[src/rtl/ray_job_pkg.sv]
// Shared widths and the packed ray job record for the ray job receive path.
// Latency: n/a (types and constants only).
// Backpressure: n/a.
package ray_job_pkg;

  localparam int X_BITS         = 5;   // voxel X index width
  localparam int Y_BITS         = 5;   // voxel Y index width
  localparam int Z_BITS         = 5;   // voxel Z index width
  localparam int W              = 24;  // DDA fixed-point width for next_*/inc_*
  localparam int MAX_STEPS_BITS = 10;  // step-limit width

  // One traversal job: start voxel, step signs, initial tMax and tDelta per axis.
  typedef struct packed {
    logic [X_BITS-1:0]         ix0;
    logic [Y_BITS-1:0]         iy0;
    logic [Z_BITS-1:0]         iz0;
    logic                      sx;
    logic                      sy;
    logic                      sz;
    logic [W-1:0]              next_x;
    logic [W-1:0]              next_y;
    logic [W-1:0]              next_z;
    logic [W-1:0]              inc_x;
    logic [W-1:0]              inc_y;
    logic [W-1:0]              inc_z;
    logic [MAX_STEPS_BITS-1:0] max_steps;
  } ray_job_t;

endpackage

[src/rtl/ray_job_rx_if.sv]
// Pin bundle between the job producer, ray_job_rx and the traversal core.
// Latency: n/a (wiring only).
// Backpressure: job side is pulse + advisory ready; out side is valid/ready.
// Ports: producer side load_mode/job_valid/job_ready/job fields; consumer side
//        out_valid/out_ready/out_job/out_id; status overflow/jobs_accepted/occupancy.
interface ray_job_rx_if
  import ray_job_pkg::*;
#(
  parameter int DEPTH   = 4,
  parameter int ID_BITS = 16
) ();

  logic                       load_mode;
  logic                       job_valid;
  logic                       job_ready;
  logic [X_BITS-1:0]          ix0;
  logic [Y_BITS-1:0]          iy0;
  logic [Z_BITS-1:0]          iz0;
  logic                       sx;
  logic                       sy;
  logic                       sz;
  logic [W-1:0]               next_x;
  logic [W-1:0]               next_y;
  logic [W-1:0]               next_z;
  logic [W-1:0]               inc_x;
  logic [W-1:0]               inc_y;
  logic [W-1:0]               inc_z;
  logic [MAX_STEPS_BITS-1:0]  max_steps;

  logic                       out_valid;
  logic                       out_ready;
  ray_job_t                   out_job;
  logic [ID_BITS-1:0]         out_id;

  logic                       overflow;
  logic [31:0]                jobs_accepted;
  logic [$clog2(DEPTH):0]     occupancy;

  // Receiver view.
  modport slave (
    input  load_mode, job_valid, ix0, iy0, iz0, sx, sy, sz,
           next_x, next_y, next_z, inc_x, inc_y, inc_z, max_steps, out_ready,
    output job_ready, out_valid, out_job, out_id, overflow, jobs_accepted, occupancy
  );

  // Producer + consumer view.
  modport master (
    output load_mode, job_valid, ix0, iy0, iz0, sx, sy, sz,
           next_x, next_y, next_z, inc_x, inc_y, inc_z, max_steps, out_ready,
    input  job_ready, out_valid, out_job, out_id, overflow, jobs_accepted, occupancy
  );

endinterface

[src/rtl/sync_fifo_fwft.sv]
// Generic first-word fall-through FIFO with synchronous active-low reset.
// Latency: a push into an empty FIFO is visible on o_rdat/!o_empty the next cycle.
// Backpressure: push ignored when full unless a pop happens in the same cycle; pop ignored when empty.
// Ports: i_push/i_wdat write side, i_pop/o_rdat read side, o_full/o_empty/o_count status.
module sync_fifo_fwft #(
  parameter int WIDTH = 8,
  parameter int DEPTH = 4
) (
  input  logic                   clk,
  input  logic                   rst_n,
  input  logic                   i_push,
  input  logic [WIDTH-1:0]       i_wdat,
  input  logic                   i_pop,
  output logic [WIDTH-1:0]       o_rdat,
  output logic                   o_full,
  output logic                   o_empty,
  output logic [$clog2(DEPTH):0] o_count
);

  localparam int AW = $clog2(DEPTH);

  logic [WIDTH-1:0] r_mem [DEPTH];
  logic [AW-1:0]    r_wr_ptr;
  logic [AW-1:0]    r_rd_ptr;
  logic [AW:0]      r_count;
  logic             w_push;
  logic             w_pop;

  assign o_empty = (r_count == '0);
  assign o_full  = (r_count == (AW+1)'(DEPTH));
  assign o_count = r_count;

  // A pop in the same cycle frees the slot the push needs, so full does not block it.
  assign w_pop  = i_pop && !o_empty;
  assign w_push = i_push && (!o_full || w_pop);

  // Empty reads as zero so the head output is clean after reset and between jobs.
  assign o_rdat = o_empty ? '0 : r_mem[r_rd_ptr];

  always_ff @(posedge clk) begin
    if (!rst_n) begin
      r_wr_ptr <= '0;
      r_rd_ptr <= '0;
      r_count  <= '0;
    end else begin
      if (w_push) begin
        r_mem[r_wr_ptr] <= i_wdat;
        r_wr_ptr        <= r_wr_ptr + AW'(1);
      end
      if (w_pop) begin
        r_rd_ptr <= r_rd_ptr + AW'(1);
      end
      r_count <= r_count + (AW+1)'(w_push) - (AW+1)'(w_pop);
    end
  end

endmodule

[src/rtl/ray_job_rx.sv]
// Receives one-cycle ray job pulses, tags them with a sequence ID and queues them for the traversal core.
// Latency: a job pulsed into an empty queue shows on out_valid one cycle later.
// Backpressure: job_ready drops early (READY_MARGIN free slots) to absorb in-flight pulses; out side holds until out_ready.
// Ports: clk, rst_n (sync, active low), bus (ray_job_rx_if.slave: job input, head output, status).
module ray_job_rx
  import ray_job_pkg::*;
#(
  parameter int DEPTH        = 4,
  parameter int READY_MARGIN = 2,
  parameter int ID_BITS      = 16
) (
  input  logic        clk,
  input  logic        rst_n,
  ray_job_rx_if.slave bus
);

  localparam int CW = $clog2(DEPTH) + 1;
  localparam int JW = $bits(ray_job_t);
  localparam int FW = JW + ID_BITS;

  ray_job_t           w_in_job;
  logic [FW-1:0]      w_wdat;
  logic [FW-1:0]      w_rdat;
  logic               w_full;
  logic               w_empty;
  logic               w_push_acc;
  logic               w_pop_acc;
  logic [CW-1:0]      w_count;
  logic [CW-1:0]      w_occ_next;
  logic [CW-1:0]      w_free_next;

  logic [ID_BITS-1:0] r_id;
  logic [31:0]        r_jobs_accepted;
  logic               r_overflow;
  logic               r_job_ready;

  always_comb begin
    w_in_job           = '0;
    w_in_job.ix0       = bus.ix0;
    w_in_job.iy0       = bus.iy0;
    w_in_job.iz0       = bus.iz0;
    w_in_job.sx        = bus.sx;
    w_in_job.sy        = bus.sy;
    w_in_job.sz        = bus.sz;
    w_in_job.next_x    = bus.next_x;
    w_in_job.next_y    = bus.next_y;
    w_in_job.next_z    = bus.next_z;
    w_in_job.inc_x     = bus.inc_x;
    w_in_job.inc_y     = bus.inc_y;
    w_in_job.inc_z     = bus.inc_z;
    w_in_job.max_steps = bus.max_steps;
  end

  // The ID rides alongside the job so it leaves with the matching entry.
  assign w_wdat = {w_in_job, r_id};

  // Mirrors the FIFO's own acceptance rule; every job_valid is a push request,
  // whatever job_ready said, because the producer's pulse lags its ready sample.
  assign w_pop_acc  = bus.out_ready && !w_empty;
  assign w_push_acc = bus.job_valid && (!w_full || w_pop_acc);

  sync_fifo_fwft #(
    .WIDTH (FW),
    .DEPTH (DEPTH)
  ) u_fifo (
    .clk     (clk),
    .rst_n   (rst_n),
    .i_push  (bus.job_valid),
    .i_wdat  (w_wdat),
    .i_pop   (bus.out_ready),
    .o_rdat  (w_rdat),
    .o_full  (w_full),
    .o_empty (w_empty),
    .o_count (w_count)
  );

  // Ready is decided from next-cycle occupancy so it is valid the moment it registers.
  assign w_occ_next  = w_count + CW'(w_push_acc) - CW'(w_pop_acc);
  assign w_free_next = CW'(DEPTH) - w_occ_next;

  always_ff @(posedge clk) begin
    if (!rst_n) begin
      r_id            <= '0;
      r_jobs_accepted <= '0;
      r_overflow      <= 1'b0;
      r_job_ready     <= 1'b0;
    end else begin
      if (w_push_acc) begin
        r_id            <= r_id + ID_BITS'(1);
        r_jobs_accepted <= r_jobs_accepted + 32'd1;
      end
      if (bus.job_valid && !w_push_acc) begin
        r_overflow <= 1'b1;
      end
      r_job_ready <= !bus.load_mode && (w_free_next >= CW'(READY_MARGIN));
    end
  end

  assign bus.job_ready     = r_job_ready;
  assign bus.out_valid     = !w_empty;
  assign bus.out_job       = ray_job_t'(w_rdat[FW-1:ID_BITS]);
  assign bus.out_id        = w_rdat[ID_BITS-1:0];
  assign bus.overflow      = r_overflow;
  assign bus.jobs_accepted = r_jobs_accepted;
  assign bus.occupancy     = w_count;

endmodule
[src/flat_wrapper.sv]
// flat-port wrapper written by rule: the top's interface ports become plain ports
module ray_job_rx_flat import ray_job_pkg::*;
#(
  parameter int DEPTH        = 4,
  parameter int READY_MARGIN = 2,
  parameter int ID_BITS      = 16
)
  (clk, rst_n, bus_load_mode, bus_job_valid, bus_ix0, bus_iy0, bus_iz0, bus_sx, bus_sy, bus_sz, bus_next_x, bus_next_y, bus_next_z, bus_inc_x, bus_inc_y, bus_inc_z, bus_max_steps, bus_out_ready, bus_job_ready, bus_out_valid, bus_out_job, bus_out_id, bus_overflow, bus_jobs_accepted, bus_occupancy);
  ray_job_rx_if #(.DEPTH(DEPTH), .ID_BITS(ID_BITS)) bus_i ();
  input  logic clk;
  input  logic rst_n;
  input wire logic [$bits(bus_i.load_mode)-1:0] bus_load_mode;
  input wire logic [$bits(bus_i.job_valid)-1:0] bus_job_valid;
  input wire logic [$bits(bus_i.ix0)-1:0] bus_ix0;
  input wire logic [$bits(bus_i.iy0)-1:0] bus_iy0;
  input wire logic [$bits(bus_i.iz0)-1:0] bus_iz0;
  input wire logic [$bits(bus_i.sx)-1:0] bus_sx;
  input wire logic [$bits(bus_i.sy)-1:0] bus_sy;
  input wire logic [$bits(bus_i.sz)-1:0] bus_sz;
  input wire logic [$bits(bus_i.next_x)-1:0] bus_next_x;
  input wire logic [$bits(bus_i.next_y)-1:0] bus_next_y;
  input wire logic [$bits(bus_i.next_z)-1:0] bus_next_z;
  input wire logic [$bits(bus_i.inc_x)-1:0] bus_inc_x;
  input wire logic [$bits(bus_i.inc_y)-1:0] bus_inc_y;
  input wire logic [$bits(bus_i.inc_z)-1:0] bus_inc_z;
  input wire logic [$bits(bus_i.max_steps)-1:0] bus_max_steps;
  input wire logic [$bits(bus_i.out_ready)-1:0] bus_out_ready;
  output wire logic [$bits(bus_i.job_ready)-1:0] bus_job_ready;
  output wire logic [$bits(bus_i.out_valid)-1:0] bus_out_valid;
  output wire logic [$bits(bus_i.out_job)-1:0] bus_out_job;
  output wire logic [$bits(bus_i.out_id)-1:0] bus_out_id;
  output wire logic [$bits(bus_i.overflow)-1:0] bus_overflow;
  output wire logic [$bits(bus_i.jobs_accepted)-1:0] bus_jobs_accepted;
  output wire logic [$bits(bus_i.occupancy)-1:0] bus_occupancy;
  assign bus_i.load_mode = bus_load_mode;
  assign bus_i.job_valid = bus_job_valid;
  assign bus_i.ix0 = bus_ix0;
  assign bus_i.iy0 = bus_iy0;
  assign bus_i.iz0 = bus_iz0;
  assign bus_i.sx = bus_sx;
  assign bus_i.sy = bus_sy;
  assign bus_i.sz = bus_sz;
  assign bus_i.next_x = bus_next_x;
  assign bus_i.next_y = bus_next_y;
  assign bus_i.next_z = bus_next_z;
  assign bus_i.inc_x = bus_inc_x;
  assign bus_i.inc_y = bus_inc_y;
  assign bus_i.inc_z = bus_inc_z;
  assign bus_i.max_steps = bus_max_steps;
  assign bus_i.out_ready = bus_out_ready;
  assign bus_job_ready = bus_i.job_ready;
  assign bus_out_valid = bus_i.out_valid;
  assign bus_out_job = bus_i.out_job;
  assign bus_out_id = bus_i.out_id;
  assign bus_overflow = bus_i.overflow;
  assign bus_jobs_accepted = bus_i.jobs_accepted;
  assign bus_occupancy = bus_i.occupancy;
  ray_job_rx #(.DEPTH(DEPTH), .READY_MARGIN(READY_MARGIN), .ID_BITS(ID_BITS)) u_core (.clk(clk), .rst_n(rst_n), .bus(bus_i));
endmodule
[config.mk]
export PLATFORM = sky130hd
export DESIGN_NAME = ray_job_rx_flat
export DESIGN_NICKNAME = d
export VERILOG_FILES = /design/src/rtl/ray_job_pkg.sv /design/src/rtl/ray_job_rx_if.sv /design/src/rtl/sync_fifo_fwft.sv /design/src/rtl/ray_job_rx.sv /design/src/flat_wrapper.sv
export SDC_FILE = /design/constraint.sdc
export NUM_CORES = 1
export LEC_CHECK = 0
export BUFFER_PORTS_ARGS = -buffer_cell sky130_fd_sc_hd__buf_2
export CAP_MARGIN = 20
export CORE_AREA = 2 2 230 232
export CTS_BUF_LIST = sky130_fd_sc_hd__clkbuf_4 sky130_fd_sc_hd__clkbuf_8
export DETAILED_ROUTE_END_ITERATION = 8
export DIE_AREA = 0 0 232 234
export HOLD_SLACK_MARGIN = 0.06
export PLACE_DENSITY = 0.87
export SKIP_CTS_REPAIR_TIMING = 1
export SYNTH_ARGS = -nofsm -noshare
export SYNTH_HDL_FRONTEND = slang
export SYNTH_HIERARCHICAL = 1
export SYNTH_SLANG_ARGS = --single-unit
export TNS_END_PERCENT = 10
[constraint.sdc]
create_clock -name clk -period 17.3 [get_ports clk]
set_input_delay 3.46 -clock clk [delete_from_list [all_inputs] [get_ports clk]]
set_output_delay 3.46 -clock clk [all_outputs]
set_load 0.01 [all_outputs]
After elaboration in Yosys (flattened, before gate mapping)

Memories as Yosys holds them, arrays and structs flattened. A register that Yosys moved wholly into a read port is not among the register bits.
Index checks and enable logic that the tools add are counted.

Add/sub/neg operators: 7
Multiplexer cells: 6
Equal/unequal tests: 1
Reductions and logical operators: 10
$lt $le $gt $ge: 1

Operator list:

| cell                                                | count |
|---|---|
| 2-to-1 mux 188 bit                                  | 1 |
| adder 32 x 1 -> 32 bit, second input constant       | 1 |
| adder 16 x 1 -> 16 bit, second input constant       | 1 |
| adder 2 x 1 -> 2 bit, second input constant         | 2 |
| logical AND 1 bit                                   | 4 |
| zero test 1 bit                                     | 4 |
| 2-to-1 mux 2 bit                                    | 2 |
| adder 3 x 1 -> 3 bit                                | 1 |
| equality test 3 bit, second input constant          | 1 |
| >= comparator 3 x 2 -> 1 bit, second input constant | 1 |
| zero test 3 bit                                     | 1 |
| 2-to-1 mux 1 bit                                    | 3 |
| subtractor 3 x 1 -> 3 bit                           | 1 |
| subtractor 3 bit, first input constant              | 1 |
| logical OR 1 bit                                    | 1 |

Memories: 1
Logic and storage cells: 33
Input port bits: 177
Register bits: 57
Bits in writable memories: 752

Memory list:

| memory              | words | bits a word | rd ports | clocked after Yosys merged registers in | write ports | RTL line             | text |
|---|---|---|---|---|---|---|---|
| u_core.u_fifo.r_mem | 4     | 188         | 1        | 1                                       | 1           | sync_fifo_fwft.sv:22 | `logic [WIDTH-1:0] r_mem [DEPTH];` |

Logic depth before layout (Yosys ltp)

Gate-level depths: netlist of run 1.

Depth in word-level cells: 10
Mapped depth: 13
Depth with buffers taken out: 10

By module

Netlist of run 1, hierarchy kept.

By module, submodules not included:

| module         | instances | area an instance (um2) | cells an instance | sequential area each (um2) |
|---|---|---|---|---|
| sync_fifo_fwft | 1         | 28841.4                | 1239              | 22761.8 |
| ray_job_rx     | 1         | 2522.4                 | 292               | 1001.0 |

Worst setup path after synthesis of run 1

No wires, ideal clock.

Path type: input -> register
Start: input port bus_job_valid
End: memory u_core/u_fifo/r_mem[0][0] (netlist name) (enable)
Required time: 16727 ps
Stages: 2
Data arrival time: 8248 ps
Path slack: 8480 ps
Library setup time: 573 ps
Cells stage by stage: a21boi_1 -> and3_1

Word-level cells in the longest chain between the ends: 4

Ends and longest elaborated chain:

| what                                   | RTL line             | text |
|---|---|---|
| start, declared                        | flat_wrapper.sv:13   | `input wire logic [$bits(bus_i.job_valid)-1:0] bus_job_valid;` |
| logical AND 1 bit                      | sync_fifo_fwft.sv:35 | `assign w_push = i_push && (!o_full \|\| w_pop);` |
| 2-to-1 mux 1 bit                       | sync_fifo_fwft.sv:46 | `if (w_push) begin` |
| 2-to-1 mux 1 bit                       | sync_fifo_fwft.sv:41 | `if (!rst_n) begin` |
| 2-to-1 mux 1 bit (not written as such) | sync_fifo_fwft.sv:47 | `r_mem[r_wr_ptr] <= i_wdat;` |
| end, declared                          | sync_fifo_fwft.sv:22 |  |

No other way between the ends.

==> impl_metrics.ini, run 1 <==
[run_status]
outcome = completed

[floorplanning]
die_y_um = 234
coreArea_um2 = 52000
die_w_um = 232
rows = 84
dieArea_um2 = 54300
ioPinCount = 403
start_util_pct = 60.3

[finish]
multi_input_area_um2 = 7060
fill_cells = 3128
fin_nets = 2182
area_growth_pct = 16.0
layout-drive-gt1-share_pct = 39.1
regArea_um2 = 23800

[timing]
rsz0062_at_grt = no
setup_tns_ns = 0
max_slew_margin_pct = 25.4
post-route-worst-setup-slack_ns = 9.97
setup_viol = 0
period_share_pct = 42.4
slew_violations = 0
final.min_clock_period_ns = 7.33
max_freq_ghz = 0.136
skew_ns = 0.0331
whs_ns = 0.474
hold_violations = 0
tightest_slew_ns = 1.12

[route]
via_per_inst = 5.90
drt_iter0_drc = 1147
wl_per_cell_um = 23.5
drt-total-wl_um = 65100
final_antenna_net_count = 0
drtPass1Iterations = 5
drc = 0
vias = 16400

[synthesis]
synth_most_common_cell = edfxtp_1
synth_warnings = 6
synth_area_leader_cell = edfxtp_1
ys_top_cells_by_area = edfxtp_1 72%, mux4_2 13%, nor2b_1 3.8%, dfxtp_1 3.8%, buf_6 0.68%
ys_top_cells_by_count = 752 x edfxtp_1, 189 x nor2b_1, 188 x mux4_2, 59 x dfxtp_1, 38 x clkbuf_1
syn_area_um2 = 31400
synth-async-reset-ratio_pct = 0
yosysUniqueCellTypes = 48
syn-mean-instance-area_um2 = 20.5
syn_inst = 1531
ys.flop_type = edfxtp_1
synth_top_area_share_pct = 72.0
yosysSeqAreaShare_pct = 75.8
synth_edf_count = 752
ys_ff_latch = 811
synth.net_count = 1718

[placement]
place_ws_ns = 9.98
hpwl_um = 39100
port_buffers = 402
gp_congestion = 0.798

[clock_tree]
cts_tree = done
clk_pin_slew_ns = 0.06
clock-sinks = 811
cts_made_buffers = 121
clock_latency_ns = 0.72
cts_buffer_depth = 3
htreeDepth = 3
cts_root_buf = clkbuf_8

[global_route]
antenna_found_initial = 16
grt_overflow = 0
grt_pass1_wl_um = 96400
grt_pass1_vias = 16700
grt_start_max_net_pins = 85
grt_usage_pct = 23.6

[critical_path]
crit_path_end_kind = output port
reg2reg_depth = 4
cp_max_fo = 43
cp-start-kind = flip-flop
required_ns = 13.84
crit_type = reg2out
arrival_ns = 3.87

[power_and_ir_drop]
ir_worst_vdd_uv = 108
p_per_area_nw_per_um2 = 145
p_total_mw = 5.26
leakage_nw = 12.4

[worst_hold_path]
min_path_cells = 2
hold_path.class = reg2reg

[run]
cap_violations = 0
[worst max-delay path: stages (launching register included)]
cell     delay [ns]
dfxtp_4        0.84
buf_4          0.36
buf_16         0.32
buf_4          0.32
buf_16         0.30
mux4_2         0.56
nor2b_1        0.16
buf_2          0.18
[cell usage in the layout, fill, tap and decap left out, types with 13 or more instances in the layout]
master	instances
clkbuf_8	125
edfxtp_1	752
o21ai_0	16
o31ai_1	20
clkbuf_4	35
nor2_1	13
buf_4	18
clkinv_2	14
or4_1	19
nor2b_1	189
or3_1	15
a21oi_1	36
nand2_1	23
clkinv_1	18
buf_2	402
mux4_2	188
inv_1	16
dfxtp_1	57
[flip-flops by register name (all words and copies together), names as in the netlist, named ones only]
register and flops:
u_core/bus.job_ready 1, u_core/bus.jobs_accepted 32, u_core/bus.overflow 1, u_core/r_id 16
u_core/u_fifo/o_count 3, u_core/u_fifo/r_mem 752, u_core/u_fifo/r_rd_ptr 2, u_core/u_fifo/r_wr_ptr 2
[worst paths after layout]
check | start | endpoint | slack (ns)
worst max-delay path | flip-flop | bus_out_job[110] | 9.97
worst min-delay path | u_core/bus.overflow | u_core/bus.overflow | 0.47
worst max register to register | u_core/u_fifo/o_count[2] | u_core/u_fifo/r_mem[1][144] | 13.65
worst min register to register | u_core/bus.overflow | u_core/bus.overflow | 0.47
[routing by layer]
metal | wire length (um) | share of wire, % | vias to the layer above | global-route usage, %
li1 | - | - | 7134 | -
met1 | 24800 | 38 | 8428 | 30.7
met2 | 33100 | 51 | 686 | 38.2
met3 | 5140 | 7.9 | 139 | 6.34
met4 | 2030 | 3.1 | 8 | 10.3
met5 | 47 | 0.072 | - | 0
[logic make-up (layout without fill, tap and decap cells)]
kind of cell	after synthesis	after routing	share of synthesized area (%)
DFF	811	811	75.8
and+or+nand+nor	315	315	6.22
muxes	194	194	13.7
buffers and inverters	99	645	1.80
AOI/OAI and AO/OA	90	90	1.77
xor gates and xnor gates	12	12	0.335
adders and majority gates	10	10	0.423
other	0	12	0
[through the flow]
| step | cell area [um^2] | utilization [%] | std cells |
|---|---|---|---|
| 6_report | 36400 | 69.9 | 2777 |
| 3_3_place_gp | 33900 | 65.2 | 2556 |
| 4_1_cts | 36300 | 69.7 | 2762 |
| 2_1_floorplan | 31400 | - | 1531 |
| 3_5_place_dp | 33900 | 65.2 | 2557 |
| 5_1_grt | 36400 | 69.9 | 2775 |
[final cells by class]
cell class | count | area share, %
diodes | 12 | 0.0825
flip-flops and latches | 811 | 65.3
clock inverters | 45 | 1.04
inverters | 16 | 0.165
clock buffers | 160 | 5.45
multi-input cells | 621 | 19.4
repair buffers | 424 | 6.16
well taps | 688 | 2.37
[where the power goes]
part / internal (mW) / switching, mW / total (mW)
logic: 0.650 / 0.795 / 1.44
registers: 2.24 / 0.0566 / 2.30
clock network: 0.830 / 0.687 / 1.52
(Power assumes the default switching activity.)
==> run 2: changes to the inputs <==
--- a/config.mk
+++ b/config.mk
@@ -7,12 +7,12 @@
 export LEC_CHECK = 0
 export BUFFER_PORTS_ARGS = -buffer_cell sky130_fd_sc_hd__buf_2
 export CAP_MARGIN = 20
-export CORE_AREA = 2 2 230 232
+export CORE_AREA = 2 2 245 247
 export CTS_BUF_LIST = sky130_fd_sc_hd__clkbuf_4 sky130_fd_sc_hd__clkbuf_8
 export DETAILED_ROUTE_END_ITERATION = 8
-export DIE_AREA = 0 0 232 234
+export DIE_AREA = 0 0 247 249
 export HOLD_SLACK_MARGIN = 0.06
-export PLACE_DENSITY = 0.87
+export PLACE_DENSITY = 0.81
 export SKIP_CTS_REPAIR_TIMING = 1
 export SYNTH_ARGS = -nofsm -noshare
 export SYNTH_HDL_FRONTEND = slang
==> constraint.sdc (replaced) <==
create_clock -name clk -period 6.6 [get_ports clk]
set_input_delay 1.32 -clock clk [delete_from_list [all_inputs] [get_ports clk]]
set_output_delay 1.32 -clock clk [all_outputs]
set_load 0.01 [all_outputs]
==> run 2 against run 1 <==
Non-clock buffer count is the same. Total power grew to 2.7 times the previous value. Count of clock-buffer cells in the layout grew 37. Routed wire length is essentially flat.
==> impl_metrics.ini, run 2 (synthesized netlist as in run 1, its figures left out) <==
[power_and_ir_drop]
switchingPower_mw = 4.13
clock_power_share_pct = 30.4
p_per_area_nw_per_um2 = 381
p_int_mw = 9.91
ir_worst_vdd_uv = 334
p_sw_share_pct = 29.4
p_total_mw = 14.0
leakage_nw = 12.6
p_seq_share_pct = 42.9
combPwrFrac_pct = 26.6

[clock_tree]
cts_root_buf = clkbuf_8
clock-sinks = 811
clk_pin_slew_ns = 0.06
cts_buffer_depth = 3
htreeDepth = 4
cts_made_buffers = 133
clock_latency_ns = 0.77
cts_tree = done

[finish]
fin_nets = 2194
final_cell_mix = 752 x edfxtp_1, 402 x buf_2, 189 x nor2b_1, 188 x mux4_2, 138 x clkbuf_8
area_growth_pct = 17.4
fill_cells = 4006
layout-drive-gt1-share_pct = 40.1
largest_reg_flops = 752
top_register = u_core/u_fifo/r_mem
layout_commonest_cell = edfxtp_1
final_util_pct = 62.7

[floorplanning]
ioPinCount = 403
rows = 89
die_y_um = 249
coreArea_um2 = 58700
die_w_um = 247
dieArea_um2 = 61500
start_util_pct = 53.4

[critical_path]
cp.depth = 4
cp_max_fo = 31
path_cells = buf_4, mux4_2, nor2b_1, buf_2
crit_slowest_cell = dfxtp_4
crit_family = buffers and inverters
arrival_ns = 3.13
r2r_start = u_core/u_fifo/o_count[2]
crit_path_end_kind = output port
required_ns = 5.28
reg2reg_depth = 4
critPathCapture = bus_out_job[57]
worstReg2RegEnd = u_core/u_fifo/r_mem[1][23]
r2r_slack_ns = 3.37
crit_buf_inv = 2
critical-path-max-stage-delay_ns = 0.76
cp-start-kind = flip-flop
crit_type = reg2out

[placement]
port_buffers = 402
gp_congestion = 0.762
hpwl_um = 38800
place_ws_ns = 2.38

[global_route]
grt_start_max_net_pins = 126
grt_overflow = 0
grt_pass1_vias = 17300
grt_usage_pct = 21.4
grt_pass1_wl_um = 98400
antenna_found_initial = 17

[route]
via_per_inst = 5.62
drc = 0
drtPass1Iterations = 5
final_antenna_net_count = 0
drt-total-wl_um = 65200
vias = 16300
wl_per_cell_um = 22.5
drt_iter0_drc = 1180

[worst_hold_path]
hold_path.class = reg2reg

[timing]
max_freq_ghz = 0.225
setup_viol = 0
rsz0062_at_grt = no
skew_ns = 0.0380
setup_tns_ns = 0
hold_violations = 0
final.min_clock_period_ns = 4.45
period_share_pct = 67.5
slew_violations = 0
tightest_slew_ns = 1.06
post-route-worst-setup-slack_ns = 2.15
max_slew_margin_pct = 29.1

[run_status]
outcome = completed

[run]
cap_violations = 0
run 2: changes by cell type in the layout (fill, tap and decap cells not counted), moves of 3 or more:
cell       delta
clkbuf_8     +13
clkbuf_4     +24
buf_4         -5
bufinv_16     -4
clkinv_2      -9
clkinv_1      -3
buf_12        +8
diode_2       +4
run 2: cell type report:
class | instances | area, um^2 | area share [%]
Clock inverter | 36 | 279 | 0.758
Tap cell | 773 | 967 | 2.63
Inverter | 16 | 60.1 | 0.163
Antenna cell | 16 | 40.0 | 0.109
Multi-Input combinational cell | 621 | 7060 | 19.2
Clock buffer | 197 | 2340 | 6.36
Sequential cell | 811 | 23800 | 64.6
Timing Repair Buffer | 424 | 2300 | 6.24
run 2: tightest hold or removal path, cell delays in order (launching register included):
cell	delay, ns
dfxtp_1	0.33
a31oi_1	0.04
nor2_1	0.07
run 2: through the flow:
step	hold WS [ns]	cells	cell area, um^2
final	0.478	2894	36800
after global routing	0.518	2889	36800
after CTS	0.478	2877	36800
after detailed placement	0.460	2644	34100
after global placement	0.449	2644	34100
after floorplan	0.468	1531	31400
run 2: power by group through the flow:
stage	sequential [mW]	clock [mW]	combinational, mW
3_3_place_gp	6.12	0	3.78
3_5_place_dp	6.14	0	3.81
6_report	6.03	4.27	3.74
4_1_cts	6.04	4.38	3.82
2_1_floorplan	6.07	0	2.52
5_1_grt	6.06	4.60	4.03
run 2: routing by layer:
metal  vias up  global-route usage, %  share of wire, %
li1       7181                      -                 -
met1      8332                   26.1                38
met2       608                   35.4                51
met3       143                   6.01               7.2
met4         8                   9.97               3.4
met5         -                      0             0.077
run 2: worst min-delay path by stage:
| stage | slack, ns | start | cells past startpoint | end |
|---|---|---|---|---|
| after floorplan | 0.47 | u_core/u_fifo/r_wr_ptr[1] | 2 | u_core/u_fifo/r_wr_ptr[1] |
| after detailed placement | 0.46 | u_core/bus.overflow | 2 | u_core/bus.overflow |
| final | 0.48 | u_core/bus.overflow | 2 | u_core/bus.overflow |
| after global placement | 0.45 | u_core/bus.overflow | 2 | u_core/bus.overflow |
| after global routing | 0.52 | u_core/bus.jobs_accepted[31] | 2 | u_core/bus.jobs_accepted[31] |
| after CTS | 0.48 | u_core/bus.overflow | 2 | u_core/bus.overflow |
==> run 3: changes to the inputs <==
--- a/config.mk
+++ b/config.mk
@@ -7,12 +7,12 @@
 export LEC_CHECK = 0
 export BUFFER_PORTS_ARGS = -buffer_cell sky130_fd_sc_hd__buf_2
 export CAP_MARGIN = 20
-export CORE_AREA = 2 2 245 247
+export CORE_AREA = 2 2 232 234
 export CTS_BUF_LIST = sky130_fd_sc_hd__clkbuf_4 sky130_fd_sc_hd__clkbuf_8
 export DETAILED_ROUTE_END_ITERATION = 8
-export DIE_AREA = 0 0 247 249
+export DIE_AREA = 0 0 234 236
 export HOLD_SLACK_MARGIN = 0.06
-export PLACE_DENSITY = 0.81
+export PLACE_DENSITY = 0.86
 export SKIP_CTS_REPAIR_TIMING = 1
 export SYNTH_ARGS = -nofsm -noshare
 export SYNTH_HDL_FRONTEND = slang
==> constraint.sdc (replaced) <==
create_clock -name clk -period 4.6 [get_ports clk]
set_input_delay 0.92 -clock clk [delete_from_list [all_inputs] [get_ports clk]]
set_output_delay 0.92 -clock clk [all_outputs]
set_load 0.01 [all_outputs]
==> run 3 against run 2 <==
Sequential share of layout area grew 0.36 points. Utilization grew 6.2 points. Global-route usage grew 2.5 points. Largest cell class unchanged. Design area shrank 0.56%. Combinational power grew 46%. Critical path depth is the same. Highest routed layer unchanged.
==> impl_metrics.ini, run 3 (synthesized netlist as in run 1, its figures left out) <==
[finish]
multi_input_area_um2 = 7060
fin_nets = 2194
fin_cells = 2824
top_register = u_core/u_fifo/r_mem
fill_cells = 3243
largest_reg_flops = 752
final_area_um2 = 36600
layout-drive-gt1-share_pct = 38.9
final_util_pct = 69.0
regArea_um2 = 23800
area_growth_pct = 16.7
layout_commonest_cell = edfxtp_1
final_cell_mix = 752 x edfxtp_1, 402 x buf_2, 189 x nor2b_1, 188 x mux4_2, 123 x clkbuf_8

[timing]
skew_ns = 0.0267
max_slew_margin_pct = 42.6
final.min_clock_period_ns = 3.83
period_share_pct = 83.2
hold_violations = 0
setup_viol = 0
slew_violations = 0
rsz0062_at_grt = no
post-route-worst-setup-slack_ns = 0.771
max_freq_ghz = 0.261
tightest_slew_ns = 0.860

[floorplanning]
dieArea_um2 = 55200
ioPinCount = 403
rows = 85
start_util_pct = 59.1
die_w_um = 234
die_y_um = 236
coreArea_um2 = 53100

[global_route]
antenna_found_initial = 24
grt_pass1_wl_um = 98600
grt_start_max_net_pins = 106
grt_overflow = 0
grt_usage_pct = 23.9
grt_pass1_vias = 17100

[placement]
placed_cell_area_um2 = 34300
place_ws_ns = 1.22
gp_congestion = 0.797
port_buffers = 402
dp.cells = 2580
hpwl_um = 40900

[critical_path]
critical-path-max-stage-delay_ns = 0.87
cp_max_fo = 37
cp-start-kind = flip-flop
crit_type = reg2out
crit_path_end_kind = output port
required_ns = 3.68
crit_buf_inv = 2
path_cells = buf_12, mux4_2, nor2b_1, buf_2
crit_family = flip-flops
crit_slowest_cell = dfxtp_4
arrival_ns = 2.91

[clock_tree]
clock-sinks = 811
clock_latency_ns = 0.70
cts_made_buffers = 121
cts_tree = done
cts_buffer_depth = 3
cts_root_buf = clkbuf_8
htreeDepth = 3
clk_pin_slew_ns = 0.06

[power_and_ir_drop]
p_total_mw = 19.6
p_per_area_nw_per_um2 = 535
leakage_nw = 12.5
ir_worst_vdd_uv = 499

[route]
wl_per_cell_um = 23.2
drt-total-wl_um = 65600
final_antenna_net_count = 0
drtPass1Iterations = 5
drt_iter0_drc = 1216
via_per_inst = 5.79
drc = 0
vias = 16300

[worst_hold_path]
hold_path.class = in2reg

[run]
cap_violations = 0

[run_status]
outcome = completed
==> run 3: cell count changes in the layout (fill, tap and decap cells not counted), sizes merged <==
cell,change
clkbuf,-32
buf,+12
clkinv,+31
bufinv,-1
diode,+1
inv,-3
clkinvlp,-1
==> run 3: final timing paths <==
check | start | to | slack, ns | cells after the start
setup / recovery | flip-flop | bus_out_job[10] | 0.77 | 4
hold / removal | bus_load_mode | u_core/bus.job_ready | 0.38 | 2
setup reg to reg | u_core/u_fifo/o_count[1] | u_core/u_fifo/r_mem[0][104] | 1.72 | 5
hold reg to reg | u_core/bus.jobs_accepted[31] | u_core/bus.jobs_accepted[31] | 0.48 | 2
==> run 3: layout make-up <==
class	count	share of cell area, %
diodes	17	0.116
clock buffers	165	5.49
clock inverters	62	0.834
well taps	696	2.38
flip-flops and latches	811	64.9
inverters	16	0.164
multi-input cells	621	19.3
repair buffers	436	6.81
==> run 3: stage by stage <==
| stage | setup TNS (ns) | hold WS, ns |
|---|---|---|
| 6_report | 0 | 0.384 |
| 5_1_grt | 0 | 0.322 |
| 4_1_cts | 0 | 0.297 |
| 3_5_place_dp | 0 | 0.467 |
| 3_3_place_gp | 0 | 0.446 |
| 2_1_floorplan | -947.41 | 0.468 |
==> run 3: routing by layer <==
layer	track usage [%]	routed length (um)	part of all wire, %	up-vias
li1	-	-	-	7200
met5	0	87	0.13	-
met3	5.55	4830	7.4	147
met4	11.1	2400	3.7	16
met2	39.2	34000	52	636
met1	30.4	24300	37	8338
==> run 3: power by group <==
| group | switching (mW) | internal, mW | total [mW] |
|---|---|---|---|
| Combinational | 2.98 | 2.48 | 5.46 |
| Sequential | 0.235 | 8.43 | 8.67 |
| Clock | 2.59 | 2.88 | 5.47 |
